<file path="config.mk">
export PLATFORM = sky130hd
export DESIGN_NAME = wave_crossfade_flat
export DESIGN_NICKNAME = d
export VERILOG_FILES = /design/src/rtl/wave_crossfade_if.sv /design/src/rtl/wave_crossfade.sv /design/src/flat_wrapper.sv
export SDC_FILE = /design/constraint.sdc
export NUM_CORES = 1
export LEC_CHECK = 0
export ABC_CLOCK_PERIOD_IN_PS = 8350
export CAP_MARGIN = 20
export CELL_PAD_IN_SITES_DETAIL_PLACEMENT = 1
export CELL_PAD_IN_SITES_GLOBAL_PLACEMENT = 1
export CORE_MARGIN = 1
export CORE_UTILIZATION = 45
export CTS_CLUSTER_SIZE = 8
export DETAILED_ROUTE_END_ITERATION = 8
export PLACE_DENSITY = 0.88
export SYNTH_ARGS = -nofsm -noshare
export SYNTH_HDL_FRONTEND = slang
export SYNTH_SLANG_ARGS = --single-unit
</file>
<file path="constraint.sdc">
create_clock -name clock_i -period 8.35 [get_ports clock_i]
set_clock_uncertainty 0.2 [all_clocks]
set_input_delay 2.505 -clock clock_i [delete_from_list [all_inputs] [get_ports clock_i]]
set_output_delay 2.505 -clock clock_i [all_outputs]
set_load 0.02 [all_outputs]
</file>
<file path="src/rtl/wave_crossfade_if.sv">
// Generator-side bus of the crossfade engine: two wave generator slots
// sharing one index, each with its own frequency, load strobe, height and ready.
interface wave_crossfade_if #(
    parameter int W_X = 11,
    parameter int W_H = 10,
    parameter int W_F = 5
);
    logic [W_X-1:0]   gen_index;
    logic [2*W_F-1:0] gen_freq_id;
    logic [1:0]       gen_new_f;
    logic [2*W_H-1:0] gen_height;
    logic [1:0]       gen_ready;

    modport master (
        output gen_index, gen_freq_id, gen_new_f,
        input  gen_height, gen_ready
    );

    modport slave (
        input  gen_index, gen_freq_id, gen_new_f,
        output gen_height, gen_ready
    );
endinterface

</file>
<file path="src/rtl/wave_crossfade.sv">
// Ping-pong crossfade engine: loads new frequencies into the idle generator slot,
// swaps on ready, and blends previous/current heights with a per-frame decaying weight.
module wave_crossfade #(
    parameter int W_X         = 11,
    parameter int W_H         = 10,
    parameter int W_F         = 5,
    parameter int W_C         = 8,
    parameter int MODE        = 0,
    parameter int DECAY_SHIFT = 1,
    parameter int LIN_STEP    = 16,
    parameter int GEN_LAT     = 1,
    parameter int TIMEOUT     = 4095
) (
    input  logic             clock_i,
    input  logic             reset_i,
    input  logic             vsync_i,
    input  logic [W_X-1:0]   hcount_i,
    input  logic [W_X-1:0]   offset_i,
    input  logic [W_F-1:0]   freq_id_i,
    input  logic             new_f_i,
    wave_crossfade_if.master gen_if,
    output logic [W_H-1:0]   wave_profile_o,
    output logic [W_H-1:0]   player_profile_o,
    output logic             busy_o,
    output logic             err_o
);
    localparam int              PW        = W_H + W_C + 1;
    localparam int              TW        = (TIMEOUT < 1) ? 1 : $clog2(TIMEOUT + 1);
    localparam logic [W_C-1:0]  COEFF_MAX = {W_C{1'b1}};
    localparam logic [W_C:0]    COEFF_ONE = {1'b1, {W_C{1'b0}}};
    localparam logic [TW-1:0]   TIMER_END = TW'(TIMEOUT);

    // The generator latency is absorbed externally; only sanity-check it here.
    if (GEN_LAT < 0 || TIMEOUT < 1) begin : g_bad_params
        $error("wave_crossfade: GEN_LAT must be >= 0 and TIMEOUT >= 1");
    end

    typedef enum logic [2:0] {S_IDLE, S_LOAD, S_ARM, S_WAIT, S_SWAP} state_e;

    state_e              state_q, state_d;
    logic                cur_q, cur_d;
    logic [W_C-1:0]      coeff_q, coeff_d;
    logic                pend_valid_q, pend_valid_d;
    logic [W_F-1:0]      pend_id_q, pend_id_d;
    logic [TW-1:0]       timer_q, timer_d;
    logic                err_q, err_d;
    logic                vsync_q;
    logic [1:0][W_F-1:0] slot_id_q, slot_id_d;

    logic                vsync_rise;
    logic [W_C-1:0]      decay_step;
    logic [W_C-1:0]      coeff_decayed;

    assign vsync_rise = vsync_i & ~vsync_q;

    always_comb begin
        decay_step = coeff_q >> DECAY_SHIFT;
        if (decay_step == '0) decay_step = W_C'(1);
        if (MODE == 0)                       coeff_decayed = coeff_q - decay_step;
        else if (int'(coeff_q) > LIN_STEP)   coeff_decayed = coeff_q - W_C'(LIN_STEP);
        else                                 coeff_decayed = '0;
    end

    // NOTE: every signal gets its hold value first so no path can infer a latch.
    always_comb begin
        state_d      = state_q;
        cur_d        = cur_q;
        coeff_d      = coeff_q;
        pend_valid_d = pend_valid_q;
        pend_id_d    = pend_id_q;
        timer_d      = timer_q;
        err_d        = err_q;
        slot_id_d    = slot_id_q;

        if (vsync_rise && coeff_q != '0) coeff_d = coeff_decayed;

        if (new_f_i && state_q != S_IDLE) begin
            pend_id_d    = freq_id_i;
            pend_valid_d = 1'b1;
        end

        unique case (state_q)
            S_IDLE: begin
                if (new_f_i || pend_valid_q) begin
                    slot_id_d[~cur_q] = new_f_i ? freq_id_i : pend_id_q;
                    pend_valid_d      = 1'b0;
                    state_d           = S_LOAD;
                end
            end
            S_LOAD: begin
                timer_d = '0;
                state_d = S_ARM;
            end
            S_ARM: state_d = S_WAIT;
            S_WAIT: begin
                if (gen_if.gen_ready[~cur_q]) begin
                    state_d = S_SWAP;
                end else if (timer_q == TIMER_END) begin
                    err_d   = 1'b1;
                    state_d = S_IDLE;
                end else begin
                    timer_d = timer_q + TW'(1);
                end
            end
            S_SWAP: begin
                // A swap overrides any decay landing in the same cycle.
                cur_d   = ~cur_q;
                coeff_d = COEFF_MAX;
                state_d = S_IDLE;
            end
            default: state_d = S_IDLE;
        endcase
    end

    // NOTE: sequential state uses non-blocking assignments so every register samples pre-edge values.
    always_ff @(posedge clock_i) begin
        if (reset_i) begin
            state_q      <= S_IDLE;
            cur_q        <= 1'b0;
            coeff_q      <= '0;
            pend_valid_q <= 1'b0;
            pend_id_q    <= '0;
            timer_q      <= '0;
            err_q        <= 1'b0;
            vsync_q      <= 1'b0;
            slot_id_q    <= '0;
        end else begin
            state_q      <= state_d;
            cur_q        <= cur_d;
            coeff_q      <= coeff_d;
            pend_valid_q <= pend_valid_d;
            pend_id_q    <= pend_id_d;
            timer_q      <= timer_d;
            err_q        <= err_d;
            vsync_q      <= vsync_i;
            slot_id_q    <= slot_id_d;
        end
    end

    logic [W_X-1:0] gen_index_q;
    logic [W_H-1:0] h_slot0, h_slot1, h_cur, h_prev;
    logic [W_C:0]   cur_weight;
    logic [PW-1:0]  prod_cur_q, prod_prev_q, blend_sum;
    logic [W_H-1:0] wave_mid_q, wave_q, player_q;

    assign h_slot0    = gen_if.gen_height[W_H-1:0];
    assign h_slot1    = gen_if.gen_height[2*W_H-1:W_H];
    assign h_cur      = cur_q ? h_slot1 : h_slot0;
    assign h_prev     = cur_q ? h_slot0 : h_slot1;
    assign cur_weight = COEFF_ONE - {1'b0, coeff_q};
    assign blend_sum  = prod_cur_q + prod_prev_q;

    // NOTE: the datapath registers are reset too, because the profiles must read zero out of reset.
    always_ff @(posedge clock_i) begin
        if (reset_i) begin
            gen_index_q <= '0;
            prod_cur_q  <= '0;
            prod_prev_q <= '0;
            wave_mid_q  <= '0;
            wave_q      <= '0;
            player_q    <= '0;
        end else begin
            gen_index_q <= hcount_i + offset_i;
            // Slot select and weight are sampled here so a swap lands on a sample boundary.
            prod_cur_q  <= PW'(h_cur) * PW'(cur_weight);
            prod_prev_q <= PW'(h_prev) * PW'(coeff_q);
            wave_mid_q  <= h_cur;
            wave_q      <= wave_mid_q;
            player_q    <= W_H'(blend_sum >> W_C);
        end
    end

    assign gen_if.gen_index   = gen_index_q;
    assign gen_if.gen_freq_id = slot_id_q;
    assign gen_if.gen_new_f   = (state_q == S_LOAD) ? (cur_q ? 2'b01 : 2'b10) : 2'b00;

    assign wave_profile_o   = wave_q;
    assign player_profile_o = player_q;
    assign busy_o           = (state_q != S_IDLE);
    assign err_o            = err_q;
endmodule

</file>
<file path="src/flat_wrapper.sv">
// flat-port wrapper written by rule: the top's interface ports become plain ports
module wave_crossfade_flat 
#(
    parameter int W_X         = 11,
    parameter int W_H         = 10,
    parameter int W_F         = 5,
    parameter int W_C         = 8,
    parameter int MODE        = 0,
    parameter int DECAY_SHIFT = 1,
    parameter int LIN_STEP    = 16,
    parameter int GEN_LAT     = 1,
    parameter int TIMEOUT     = 4095
)
  (clock_i, reset_i, vsync_i, hcount_i, offset_i, freq_id_i, new_f_i, wave_profile_o, player_profile_o, busy_o, err_o, gen_if_gen_index, gen_if_gen_freq_id, gen_if_gen_new_f, gen_if_gen_height, gen_if_gen_ready);
  wave_crossfade_if #(.W_X(W_X), .W_H(W_H), .W_F(W_F)) gen_if_i ();
  input  logic clock_i;
  input  logic reset_i;
  input  logic vsync_i;
  input  logic [W_X-1:0] hcount_i;
  input  logic [W_X-1:0] offset_i;
  input  logic [W_F-1:0] freq_id_i;
  input  logic new_f_i;
  output logic [W_H-1:0] wave_profile_o;
  output logic [W_H-1:0] player_profile_o;
  output logic busy_o;
  output logic err_o;
  output wire logic [$bits(gen_if_i.gen_index)-1:0] gen_if_gen_index;
  output wire logic [$bits(gen_if_i.gen_freq_id)-1:0] gen_if_gen_freq_id;
  output wire logic [$bits(gen_if_i.gen_new_f)-1:0] gen_if_gen_new_f;
  input wire logic [$bits(gen_if_i.gen_height)-1:0] gen_if_gen_height;
  input wire logic [$bits(gen_if_i.gen_ready)-1:0] gen_if_gen_ready;
  assign gen_if_gen_index = gen_if_i.gen_index;
  assign gen_if_gen_freq_id = gen_if_i.gen_freq_id;
  assign gen_if_gen_new_f = gen_if_i.gen_new_f;
  assign gen_if_i.gen_height = gen_if_gen_height;
  assign gen_if_i.gen_ready = gen_if_gen_ready;
  wave_crossfade #(.W_X(W_X), .W_H(W_H), .W_F(W_F), .W_C(W_C), .MODE(MODE), .DECAY_SHIFT(DECAY_SHIFT), .LIN_STEP(LIN_STEP), .GEN_LAT(GEN_LAT), .TIMEOUT(TIMEOUT)) u_core (.clock_i(clock_i), .reset_i(reset_i), .vsync_i(vsync_i), .hcount_i(hcount_i), .offset_i(offset_i), .freq_id_i(freq_id_i), .new_f_i(new_f_i), .gen_if(gen_if_i), .wave_profile_o(wave_profile_o), .player_profile_o(player_profile_o), .busy_o(busy_o), .err_o(err_o));
endmodule
</file>
==> reports/qor.csv, run 1 <==
stage,metric,value,unit
layout,layout cells sized above 1,6.24,%
yosys,Post-Syn Area,10800,sq um
cts,Clock Latency Late Sink,0.42,ns
floorplan,Die H,157,um
min_path,Hold WC Path Type,reg -> reg,
cts,Root Driver,clkbuf_16,
place,dpl cell area,12200,sq um
timing,Max Clk Rate,0.131,GHz
timing,slew margin rel.,23.0,%
critical_path,Crit Path Class,in -> reg,
cts,# clock sinks,119,
global_routing,initial antenna violation count,0,
routing,Vias,9119,
timing,Final Max Slew Viols,0,
critical_path,"Buf+Inv Stages, Crit Path",5,
critical_path,CP endpoint kind,register,
routing,Initial DRC Count,528,
floorplan,die width,157,um
routing,met2 routed WL,16.1,mm
cts,# resized after CTS,0,
cts,Num CTS Buffers,17,
layout,fin area,12800,sq um
cts,CTS max path bufs,2,
critical_path,"Largest delay share family, worst path",adder cells,
global_routing,largest net degree at the start of global routing,84,
routing,final antenna-violating net count,0,
floorplan,# rows,56,
critical_path,CP Data Required Time,8.45,ns
routing,vias per inst,5.42,
place,routability cong.,0.870,
timing,Fin Hold WS,0.236,ns
timing,Final Setup Violations,0,
global_routing,GR Util All Layers,26.8,%
floorplan,Initial Utilization,46.0,%
floorplan,core area,23500,sq um
routing,DRC errors left,0,
cts,cts hold-fix bufs,0,
layout,Nets,1621,
status,status,completed,
timing,RSZ-0062 raised after global routing,false,
place,dpl hpwl,23.9,mm
global_routing,number of global-route vias before repair,10000,
routing,WL met3,1.54,mm
timing,slew of the pin with the lowest slew margin,1.14,ns
layout,Area Overhead vs Synth,17.9,%
routing,drt pass-1 iters,5,
global_routing,first-pass GRT wire length,50.9,mm
critical_path,crit-path cells,"clkdlybuf4s50_1, mux2i_1, nor2_1, fa_1, inv_1, fa_1, inv_1, fa_1, inv_1, fa_1, inv_1, ha_1, o2111ai_1, and3_1, nor4_1, a311o_1, mux2_2",
job,Max Cap Viol,0,
critical_path,startpoint types,input port,
layout,Finished Layout Cells,1681,
place,placed cells,1648,
yosys,mean post-synth cell area,8.68,sq um
critical_path,Worst Path Max Fanout,8,
layout,FF+latch area,2380,sq um
yosys,asr flop ratio synth,0,%
global_routing,gr ovfl total,0,
layout,# diodes,0,
cts,TritonCTS clock tree,built,
yosys,"Top FF cell, synth",dfxtp_1,
yosys,"Seq/Total Area, Yosys",22.0,%
place,PortBufs,97,
critical_path,Critical Path Slowest Stage Cell,fa_1,
routing,Max Used Layer,met4,
cts,Post-CTS Setup Bufs,0,
yosys,cell count after synthesis,1248,
floorplan,Ports,98,
layout,"leading cell type in the layout, fill and taps excluded",nor2_1,
routing,routed metal-1 wire length,12.6,mm
critical_path,crit path DAT,7.71,ns
yosys,synth warn,0,
layout,Multi-input gate area,7660,sq um
yosys,Yosys cell types,64,
yosys,number of synthesized register bits,119,
yosys,Mapped Nets,1520,
yosys,Post-synth EDFFs,0,
timing,setup TNS,0,ns
timing,Final Hold Fails,0,
routing,drt total wl,31.3,mm
layout,fill cell count,2800,
floorplan,Die ar.,24700,sq um
cts,"Reg clk slew, reported paths",0.06,ns
timing,min Tclk post-route,7.61,ns
critical_path,CP peak stage delay,0.59,ns
cts,htree depth,4,
routing,drt wl/cell,18.6,um
layout,most frequent cells in the layout,"nor2_1 (194), inv_1 (167), dfxtp_1 (118)",
timing,final worst path period share,91.2,%
## layout make-up
cell class | count | share of cell area [%]
Multi-Input combinational cell | 927 | 59.9
Sequential cell | 119 | 18.7
Timing Repair Buffer | 114 | 8.58
Inverter | 170 | 5.00
Clock buffer | 21 | 3.53
Tap cell | 319 | 3.13
Clock inverter | 11 | 1.16
## flip-flops by register name, indices dropped and copies added (netlist names), 8 cells and up
name                       flops
u_core.prod_cur_q             18
u_core.timer_q                12
u_core.wave_profile_o         10
u_core.wave_mid_q             10
u_core.gen_if.gen_index       11
u_core.prod_prev_q            18
u_core.player_profile_o       10
u_core.coeff_q                 8
u_core.gen_if.gen_freq_id     10
## final timing paths
path	slack [ns]	to	start	depth (start not counted)
worst max-delay path	0.74	u_core.prod_prev_q[17]	gen_if_gen_height[1]	17
worst min-delay path	0.24	u_core.wave_profile_o[5]	u_core.wave_mid_q[5]	1
worst max register to register	1.13	u_core.prod_cur_q[17]	u_core.coeff_q[1]	18
worst min register to register	0.24	u_core.wave_profile_o[5]	u_core.wave_mid_q[5]	1
## logic make-up (layout without fill, tap and decap cells)
kind of cell / after synthesis / count (layout) / share of synthesized area, %
AO/OA/AOI/OAI: 160 / 160 / 9.96
AND/OR/NAND/NOR: 452 / 452 / 19.6
XOR/XNOR: 54 / 54 / 4.37
multiplexers: 42 / 42 / 4.11
adder cells (fa/ha/maj): 219 / 219 / 32.7
flip-flops: 119 / 119 / 22.0
buffers and inverters: 202 / 316 / 7.30
## worst reg2reg max path, stage by stage, from the launching register on
cell      delay, ns
dfxtp_1        0.42
inv_1          0.38
ha_1           0.36
nor4bb_1       0.93
xnor2_1        0.56
nor2_1         0.29
fa_1           0.46
fa_1           0.53
fa_1           0.56
inv_1          0.06
fa_1           0.54
inv_1          0.05
ha_1           0.38
a211oi_1       0.28
o211ai_1       0.17
a41oi_1        0.42
o21ai_0        0.21
xnor2_1        0.23
nor2_1         0.06
## per-stage QoR
stage / util [%] / setup WS, ns
after CTS: 54.2 / 0.736
final: 54.2 / 0.736
after global routing: 54.2 / 0.424
after detailed placement: 51.7 / 0.324
after global placement: 51.7 / 0.579
after floorplan: - / 1.34
## cells in the mapped netlist (3+ instances only)
cell type,number,area [sq um]
nor4b_1,3,26.3
a41oi_1,4,35.0
mux2_2,20,225
and2_1,12,75.1
nor3_1,22,110
clkbuf_1,16,60.1
a21o_1,11,82.6
o41ai_1,4,35.0
ha_1,113,1410
o211ai_1,6,45.0
buf_2,5,25.0
clkinv_1,3,11.3
xor2_1,21,184
o21a_1,7,52.6
mux2i_1,22,220
o2111ai_1,3,26.3
a21oi_1,48,240
and3_1,9,56.3
a211oi_1,14,105
nand4_1,7,43.8
inv_1,167,627
or2_2,7,43.8
o21bai_1,5,37.5
nor2b_1,41,257
dfxtp_1,119,2380
nand2_1,86,323
nor4_1,3,18.8
nand3_1,21,105
and4_1,4,35.0
nor2_1,194,728
o21ai_0,31,155
a311oi_1,5,43.8
buf_1,6,22.5
xnor2_1,33,289
fa_1,106,2120
nor3b_1,6,45.0
buf_4,3,22.5
nand2b_1,26,163
## per-layer routing
| layer | GRT usage [%] | vias to the layer above |
|---|---|---|
| met4 | 11.8 | 0 |
| met5 | 0 | - |
| met2 | 48.4 | 265 |
| met1 | 31.1 | 4503 |
| met3 | 4.49 | 78 |
| li1 | - | 4273 |
Power of run 1 is not shown: default switching activity piles up to over one toggle a cycle in this logic, so the estimate is an artifact.
==> run 2, diff against run 1 <==
Settings changed: ABC_AREA from default to 1, ABC_CLOCK_PERIOD_IN_PS 8350 to 6200, CORE_UTILIZATION 45 to 40, CTS_BUF_LIST from default to sky130_fd_sc_hd__clkbuf_16, PLACE_DENSITY 0.88 to 0.86.
Clock period 8.35 ns to 6.2 ns, I/O delays scaled along.
==> run 2 against run 1 <==
Net effect: the run now ends with negative setup slack left; hold slack worse by 0.017 ns; via count is 32% higher; first-iteration DRC count is 130% higher; global-route usage is 6.3 points higher; critical path type unchanged; core utilization is 1.0 points higher; synthesized area is 0.37% higher.
==> reports/qor.csv, run 2 <==
stage,metric,value,unit,change
status,status,finished with violations,,was completed
status,violated checks,negative setup slack,,
place,dpl hpwl,28.9,mm,was 23.9 mm
yosys,mean post-synth cell area,7.49,sq um,was 8.68 sq um
yosys,"Top FF cell, synth",dfxtp_1,,unchanged
critical_path,crit path DAT,6.75,ns,was 7.71 ns
place,routability cong.,0.893,,was 0.870
global_routing,Top Usage Layer GRT,met2,,unchanged
floorplan,Die H,167,um,was 157 um
layout,most frequent cells in the layout,"inv_1 (252), nand2_1 (205), nor2_1 (154)",,"was nor2_1 (194), inv_1 (167), dfxtp_1 (118)"
layout,fin area,14600,sq um,was 12800 sq um
global_routing,initial antenna violation count,1,,was 0
global_routing,met2 Use GR,57.6,%,was 48.4%
floorplan,Die ar.,27800,sq um,was 24700 sq um
cts,cts hold-fix bufs,0,,unchanged
routing,drt wl/cell,26.3,um,was 18.6 um
routing,DRC errors left,0,,unchanged
yosys,asr flop ratio synth,0,%,unchanged
cts,TritonCTS clock tree,built,,unchanged
job,Max Cap Viol,0,,unchanged
global_routing,number of global-route vias before repair,12700,,was 10000
yosys,Mapped Nets,1723,,was 1520
yosys,dominant cell type by area after synthesis,dfxtp_1,,unchanged
global_routing,GR Util All Layers,33.1,%,was 26.8%
layout,"leading cell type in the layout, fill and taps excluded",inv_1,,was nor2_1
routing,drt pass-1 iters,5,,unchanged
routing,final antenna-violating net count,0,,unchanged
yosys,number of synthesized register bits,119,,unchanged
timing,Final Hold Fails,0,,unchanged
yosys,Post-Syn Area,10900,sq um,was 10800 sq um
timing,Final Max Slew Viols,0,,unchanged
yosys,Yosys cell types,51,,was 64
global_routing,gr ovfl total,0,,unchanged
floorplan,Ports,98,,unchanged
critical_path,Reg2Reg Setup Slack,-0.13,ns,was 1.13 ns
timing,min Tclk post-route,6.57,ns,
timing,slew of the pin with the lowest slew margin,0.967,ns,was 1.14 ns
yosys,"Seq/Total Area, Yosys",21.9,%,was 22.0%
place,dpl cell area,13000,sq um,was 12200 sq um
layout,Area Overhead vs Synth,34.1,%,was 17.9%
critical_path,CP Data Required Time,6.38,ns,was 8.45 ns
global_routing,first-pass GRT wire length,70.5,mm,was 50.9 mm
floorplan,core area,26400,sq um,was 23500 sq um
timing,post-route setup slack,-0.373,ns,was 0.736 ns
layout,Nets,1945,,was 1621
place,PortBufs,97,,unchanged
critical_path,Worst Path Max Fanout,4,,was 8
cts,Root Driver,clkbuf_16,,unchanged
routing,vias per inst,5.98,,was 5.42
critical_path,Crit Path Class,in -> reg,,unchanged
cts,Num CTS Buffers,17,,unchanged
cts,# clock sinks,119,,unchanged
timing,final worst path period share,106,%,
layout,Finished Layout Cells,2021,,was 1681
critical_path,Critical Path Slowest Stage Cell,fa_1,,unchanged
yosys,Synth top cells by count,"inv_1 (282), nand2_1 (226), nor2_1 (178)",,"was nor2_1 (194), inv_1 (167), dfxtp_1 (119)"
routing,Initial DRC Count,1237,,was 528
floorplan,Initial Utilization,41.2,%,was 46.0%
yosys,synth warn,0,,unchanged
timing,Max Clk Rate,0.152,GHz,
cts,"Reg clk slew, reported paths",0.06,ns,about the same
critical_path,crit-path cells,"clkdlybuf4s50_1, o21ai_2, buf_6, inv_2, nand2_2, fa_1, inv_1, fa_1, inv_2, fa_2, fa_1, inv_2, ha_4, nand2_2, nor2_4, a21oi_4, o21ai_4, nand2_2, nand2_2, o21ai_0, a21oi_1",,"was clkdlybuf4s50_1, mux2i_1, nor2_1, fa_1, inv_1, fa_1, inv_1, fa_1, inv_1, fa_1, inv_1, ha_1, o2111ai_1, and3_1, nor4_1, a311o_1, mux2_2"
routing,drt total wl,53.2,mm,was 31.3 mm
critical_path,crit-path most repeated cell,nand2_2,,
floorplan,die width,167,um,was 157 um
cts,htree depth,4,,unchanged
floorplan,# rows,59,,was 56
yosys,cell count after synthesis,1451,,was 1248
yosys,synth top area cells,"dfxtp_1 (22%), fa_1 (20%), ha_1 (13%), inv_1 (9.7%), nand2_1 (7.8%)",,"was dfxtp_1 (22%), fa_1 (20%), ha_1 (13%), nor2_1 (6.7%), inv_1 (5.8%)"
place,placed cells,1967,,was 1648
min_path,Hold WC Path Type,reg -> reg,,unchanged
global_routing,met1 Use GR,35.8,%,was 31.1%
layout,Largest regs,"u_core.prod_cur_q: 18 flops, u_core.prod_prev_q: 18 flops, u_core.timer_q: 12 flops",,unchanged
layout,fill cell count,3170,,was 2800
yosys,area fraction of the dominant cell type after synthesis,21.9,%,was 22.0%
yosys,Post-synth EDFFs,0,,unchanged
timing,setup TNS,-2.14,ns,was 0 ns
yosys,"count leader, synth",inv_1,,was nor2_1
routing,Vias,12100,,was 9119
timing,Final Setup Violations,13,,was 0
critical_path,CP peak stage delay,0.65,ns,was 0.59 ns
critical_path,startpoint types,input port,,unchanged
critical_path,CP endpoint kind,register,,unchanged
cts,CTS max path bufs,2,,unchanged
timing,slew margin rel.,35.2,%,was 23.0%
global_routing,largest net degree at the start of global routing,63,,was 84
global_routing,grt met3 use,6.23,%,was 4.49%
cts,Clock Latency Late Sink,0.47,ns,was 0.42 ns
layout,layout cells sized above 1,20.5,%,was 6.24%
run 2: cell count changes in the layout (fill, tap and decap cells not counted), moves of 30 or more:
cell / delta
inv_2: +30
nor2_1: -40
nor2b_1: -41
inv_1: +85
buf_4: +110
nand2_1: +119
a21oi_1: +67
run 2: routing by layer:
metal  up-vias  part of all wire, %  routed length [um]
li1       5005                    -                   -
met1      5925                   37               19500
met2       804                   47               25000
met3       342                  8.3                4440
met4         0                  8.2                4370
met5         -                    0                   0
run 2: timing repair:
action,CTS,global route
resized for setup,69,164
buffers inserted,13,9
pin swaps,36,75
setup endpoints to repair,20,20
run 2: final timing paths:
kind                                    to                 start  cells after the start
setup reg to reg     u_core.prod_cur_q[15]     u_core.coeff_q[1]                     22
setup / recovery     u_core.prod_cur_q[15]  gen_if_gen_height[6]                     21
hold reg to reg   u_core.wave_profile_o[8]  u_core.wave_mid_q[8]                      2
hold / removal    u_core.wave_profile_o[8]  u_core.wave_mid_q[8]                      2
run 2: per-stage QoR:
stage	util, %	setup WS, ns	hold WS [ns]
after floorplan	-	0.0226	0.188
after global placement	49.2	-0.545	0.194
after detailed placement	49.2	-0.751	0.200
after CTS	52.9	0.00106	0.201
after global routing	55.3	-0.303	0.220
final	55.3	-0.373	0.219
run 2: layout make-up:
type | instances | area, sq um | share of cell area [%]
repair buffers | 232 | 2050 | 14.0
inverters | 292 | 1120 | 7.66
flip-flops and latches | 119 | 2380 | 16.3
multi-input cells | 1011 | 7980 | 54.8
clock buffers | 17 | 425 | 2.92
clock inverters | 14 | 200 | 1.37
well taps | 335 | 419 | 2.88
diodes | 1 | 2.50 | 0.0172
run 2: cells by family after synthesis:
| kind of cell | share of synthesized area [%] |
|---|---|
| compound gates | 12.3 |
| xor+xnor | 1.29 |
| fa+ha+maj | 32.5 |
| buf+inv | 11.3 |
| flops | 21.9 |
| mux | 0.0921 |
| simple gates | 20.6 |
run 2: worst max-delay path, delay by kind of cell:
family | cells | cell delay [ns]
AND/OR/NAND/NOR | 5 | 0.54
AO/OA/AOI/OAI | 5 | 0.75
adder cells (fa/ha/maj) | 5 | 2.50
buffers and inverters | 6 | 1.06
Power of run 2 is left out for the same reason.
==> run 3, diff against run 2 <==
Settings changed: ABC_CLOCK_PERIOD_IN_PS 6200 to 7350, CAP_MARGIN 20 to default, CORE_UTILIZATION 40 to 44, PLACE_DENSITY 0.86 to 0.89.
Clock period 6.2 ns to 7.35 ns, I/O delays scaled along.
==> run 3 against run 2 <==
Net effect: the flow now finishes without violations; global-route usage down 1.2 points; cell count is 5.9% lower; cell area shrank 11%; core utilization down 1.9 points; first-iteration DRC count shrank 47%; register-to-register slack better by 0.46 ns; flip-flop and latch count unchanged; sequential share of layout area is 2.0 points higher; critical endpoint is now u_core.prod_cur_q[14].
==> reports/qor.csv, run 3 (synthesized netlist as in run 2, its figures left out) <==
stage,metric,value,unit,change
critical_path,Crit Path Class,in -> reg,,unchanged
floorplan,Ports,98,,unchanged
layout,Nets,1837,,was 1945
min_path,beginning of the worst hold path,u_core.wave_mid_q[8],,unchanged
routing,final antenna-violating net count,0,,unchanged
cts,Post-CTS Setup Bufs,0,,was 13
layout,Largest regs,"u_core.prod_cur_q: 18 flops, u_core.prod_prev_q: 18 flops, u_core.timer_q: 12 flops",,unchanged
timing,final worst path period share,100,%,
global_routing,number of global-route vias before repair,12100,,was 12700
floorplan,Die H,159,um,was 167 um
status,status,completed,,was finished with violations
critical_path,worst reg2reg path endpoint,u_core.prod_cur_q[14],,was u_core.prod_cur_q[15]
critical_path,Worst Path Max Fanout,6,,was 4
layout,layout cells sized above 1,6.59,%,was 20.5%
place,placed cells,1870,,was 1967
floorplan,# rows,57,,was 59
cts,# resized after CTS,0,,was 69
min_path,Min-Delay Endpoint,u_core.wave_profile_o[8],,unchanged
timing,Final Max Slew Viols,0,,unchanged
cts,cts hold-fix bufs,0,,unchanged
routing,drt wl/cell,20.6,um,was 26.3 um
cts,CTS max path bufs,2,,unchanged
layout,Area Overhead vs Synth,19.2,%,was 34.1%
place,routability cong.,0.908,,was 0.893
layout,fill cell count,3045,,was 3170
cts,htree depth,4,,unchanged
critical_path,crit path DAT,7.51,ns,was 6.75 ns
layout,Finished Layout Cells,1902,,was 2021
timing,Final Setup Violations,0,,was 13
timing,Final Hold Fails,0,,unchanged
layout,# diodes,0,,was 1
cts,Clock Latency Late Sink,0.43,ns,was 0.47 ns
critical_path,CP Data Required Time,7.51,ns,was 6.38 ns
global_routing,gr ovfl total,0,,unchanged
cts,"Reg clk slew, reported paths",0.06,ns,about the same
layout,"leading cell type in the layout, fill and taps excluded",inv_1,,unchanged
place,PortBufs,97,,unchanged
routing,vias per inst,5.59,,was 5.98
global_routing,first-pass GRT wire length,62.7,mm,was 70.5 mm
cts,Num CTS Buffers,17,,unchanged
timing,slew of the pin with the lowest slew margin,1.04,ns,was 0.967 ns
floorplan,Die ar.,25300,sq um,was 27800 sq um
routing,Initial DRC Count,654,,was 1237
critical_path,r2r startpoint,u_core.coeff_q[3],,was u_core.coeff_q[1]
floorplan,Initial Utilization,44.8,%,was 41.2%
min_path,Hold WC Path Type,reg -> reg,,unchanged
cts,TritonCTS clock tree,built,,unchanged
critical_path,worst-case reg-to-reg path depth,23,,was 22
critical_path,CP endpoint kind,register,,unchanged
job,Max Cap Viol,0,,unchanged
min_path,Worst Hold Depth,2,,unchanged
floorplan,die width,159,um,was 167 um
critical_path,Reg2Reg Setup Slack,0.33,ns,was -0.13 ns
routing,drt total wl,39.2,mm,was 53.2 mm
timing,Max Clk Rate,0.136,GHz,
critical_path,startpoint types,input port,,unchanged
global_routing,initial antenna violation count,0,,was 1
layout,most frequent cells in the layout,"inv_1 (281), nand2_1 (226), nor2_1 (178)",,"was inv_1 (252), nand2_1 (205), nor2_1 (154)"
cts,# clock sinks,119,,unchanged
global_routing,largest net degree at the start of global routing,63,,unchanged
routing,drt pass-1 iters,5,,unchanged
cts,Root Driver,clkbuf_16,,unchanged
timing,min Tclk post-route,7.35,ns,
routing,DRC errors left,0,,unchanged
timing,slew margin rel.,30.5,%,was 35.2%
floorplan,core area,24200,sq um,was 26400 sq um
place,dpl hpwl,28.8,mm,was 28.9 mm
global_routing,GR Util All Layers,31.8,%,was 33.1%
routing,Vias,10600,,was 12100
## run 3: changes by cell type in the layout (fill, tap and decap cells not counted), moves of 16 or more
cell / change
nand2_1: +21
inv_1: +29
nor2_1: +24
o21ai_0: +18
nand2_2: -19
dlymetal6s2s_1: -16
clkdlybuf4s50_1: +18
buf_4: -101
inv_2: -24
## run 3: final cells by class
| cell class | count | area [sq um] | area share (%) |
|---|---|---|---|
| clock inverters | 15 | 200 | 1.55 |
| multi-input cells | 1011 | 7270 | 56.1 |
| inverters | 292 | 1100 | 8.52 |
| flip-flops and latches | 119 | 2380 | 18.4 |
| clock buffers | 17 | 425 | 3.28 |
| repair buffers | 124 | 1170 | 9.02 |
| well taps | 324 | 405 | 3.13 |
## run 3: critical path, cell delays in order
cell and delay (ns):
clkdlybuf4s50_1 0.41, or2_2 0.29, o21ai_1 0.27, buf_4 0.25, nor2_1 0.09, fa_1 0.57
fa_1 0.55, fa_1 0.58, inv_1 0.07, fa_1 0.54, inv_1 0.07, ha_1 0.35
a21oi_1 0.21, o21ai_0 0.19, a31oi_2 0.27, nor2_1 0.10, o21ai_0 0.25, nand2_1 0.12
nor2_1 0.11
## run 3: per-layer routing
| metal | vias to the layer above | global-route usage, % | share of wire [%] |
|---|---|---|---|
| met2 | 444 | 56.6 | 50 |
| met4 | 0 | 20.7 | 6.8 |
| met5 | - | 0 | 0 |
| li1 | 4782 | - | - |
| met1 | 5214 | 34.1 | 38 |
| met3 | 190 | 6.95 | 5.7 |
## run 3: worst max path at each step
| stage | to | from | slack [ns] | cells after the start |
|---|---|---|---|---|
| finish | u_core.prod_cur_q[14] | gen_if_gen_height[18] | 0.003 | 19 |
| global route | u_core.prod_cur_q[14] | gen_if_gen_height[18] | -0.12 | 19 |
| CTS | u_core.prod_cur_q[17] | gen_if_gen_height[11] | 0.18 | 22 |
| detailed placement | u_core.prod_prev_q[17] | gen_if_gen_height[13] | -0.16 | 19 |
| global placement | u_core.prod_prev_q[15] | gen_if_gen_height[13] | 0.07 | 19 |
| floorplan | u_core.prod_cur_q[17] | gen_if_gen_height[11] | 0.77 | 21 |
## run 3: through the flow
| step | util, % | hold WS, ns | cell area [sq um] | setup WS, ns | setup TNS [ns] |
|---|---|---|---|---|---|
| 2_1_floorplan | - | 0.188 | 10900 | 0.766 | 0 |
| 3_3_place_gp | 50.8 | 0.193 | 12300 | 0.0680 | 0 |
| 3_5_place_dp | 50.8 | 0.197 | 12300 | -0.161 | -0.555 |
| 4_1_cts | 53.4 | 0.215 | 12900 | 0.176 | 0 |
| 5_1_grt | 53.4 | 0.241 | 13000 | -0.115 | -0.115 |
| 6_report | 53.4 | 0.222 | 13000 | 0.00290 | 0 |
Power of run 3 is left out for the same reason.
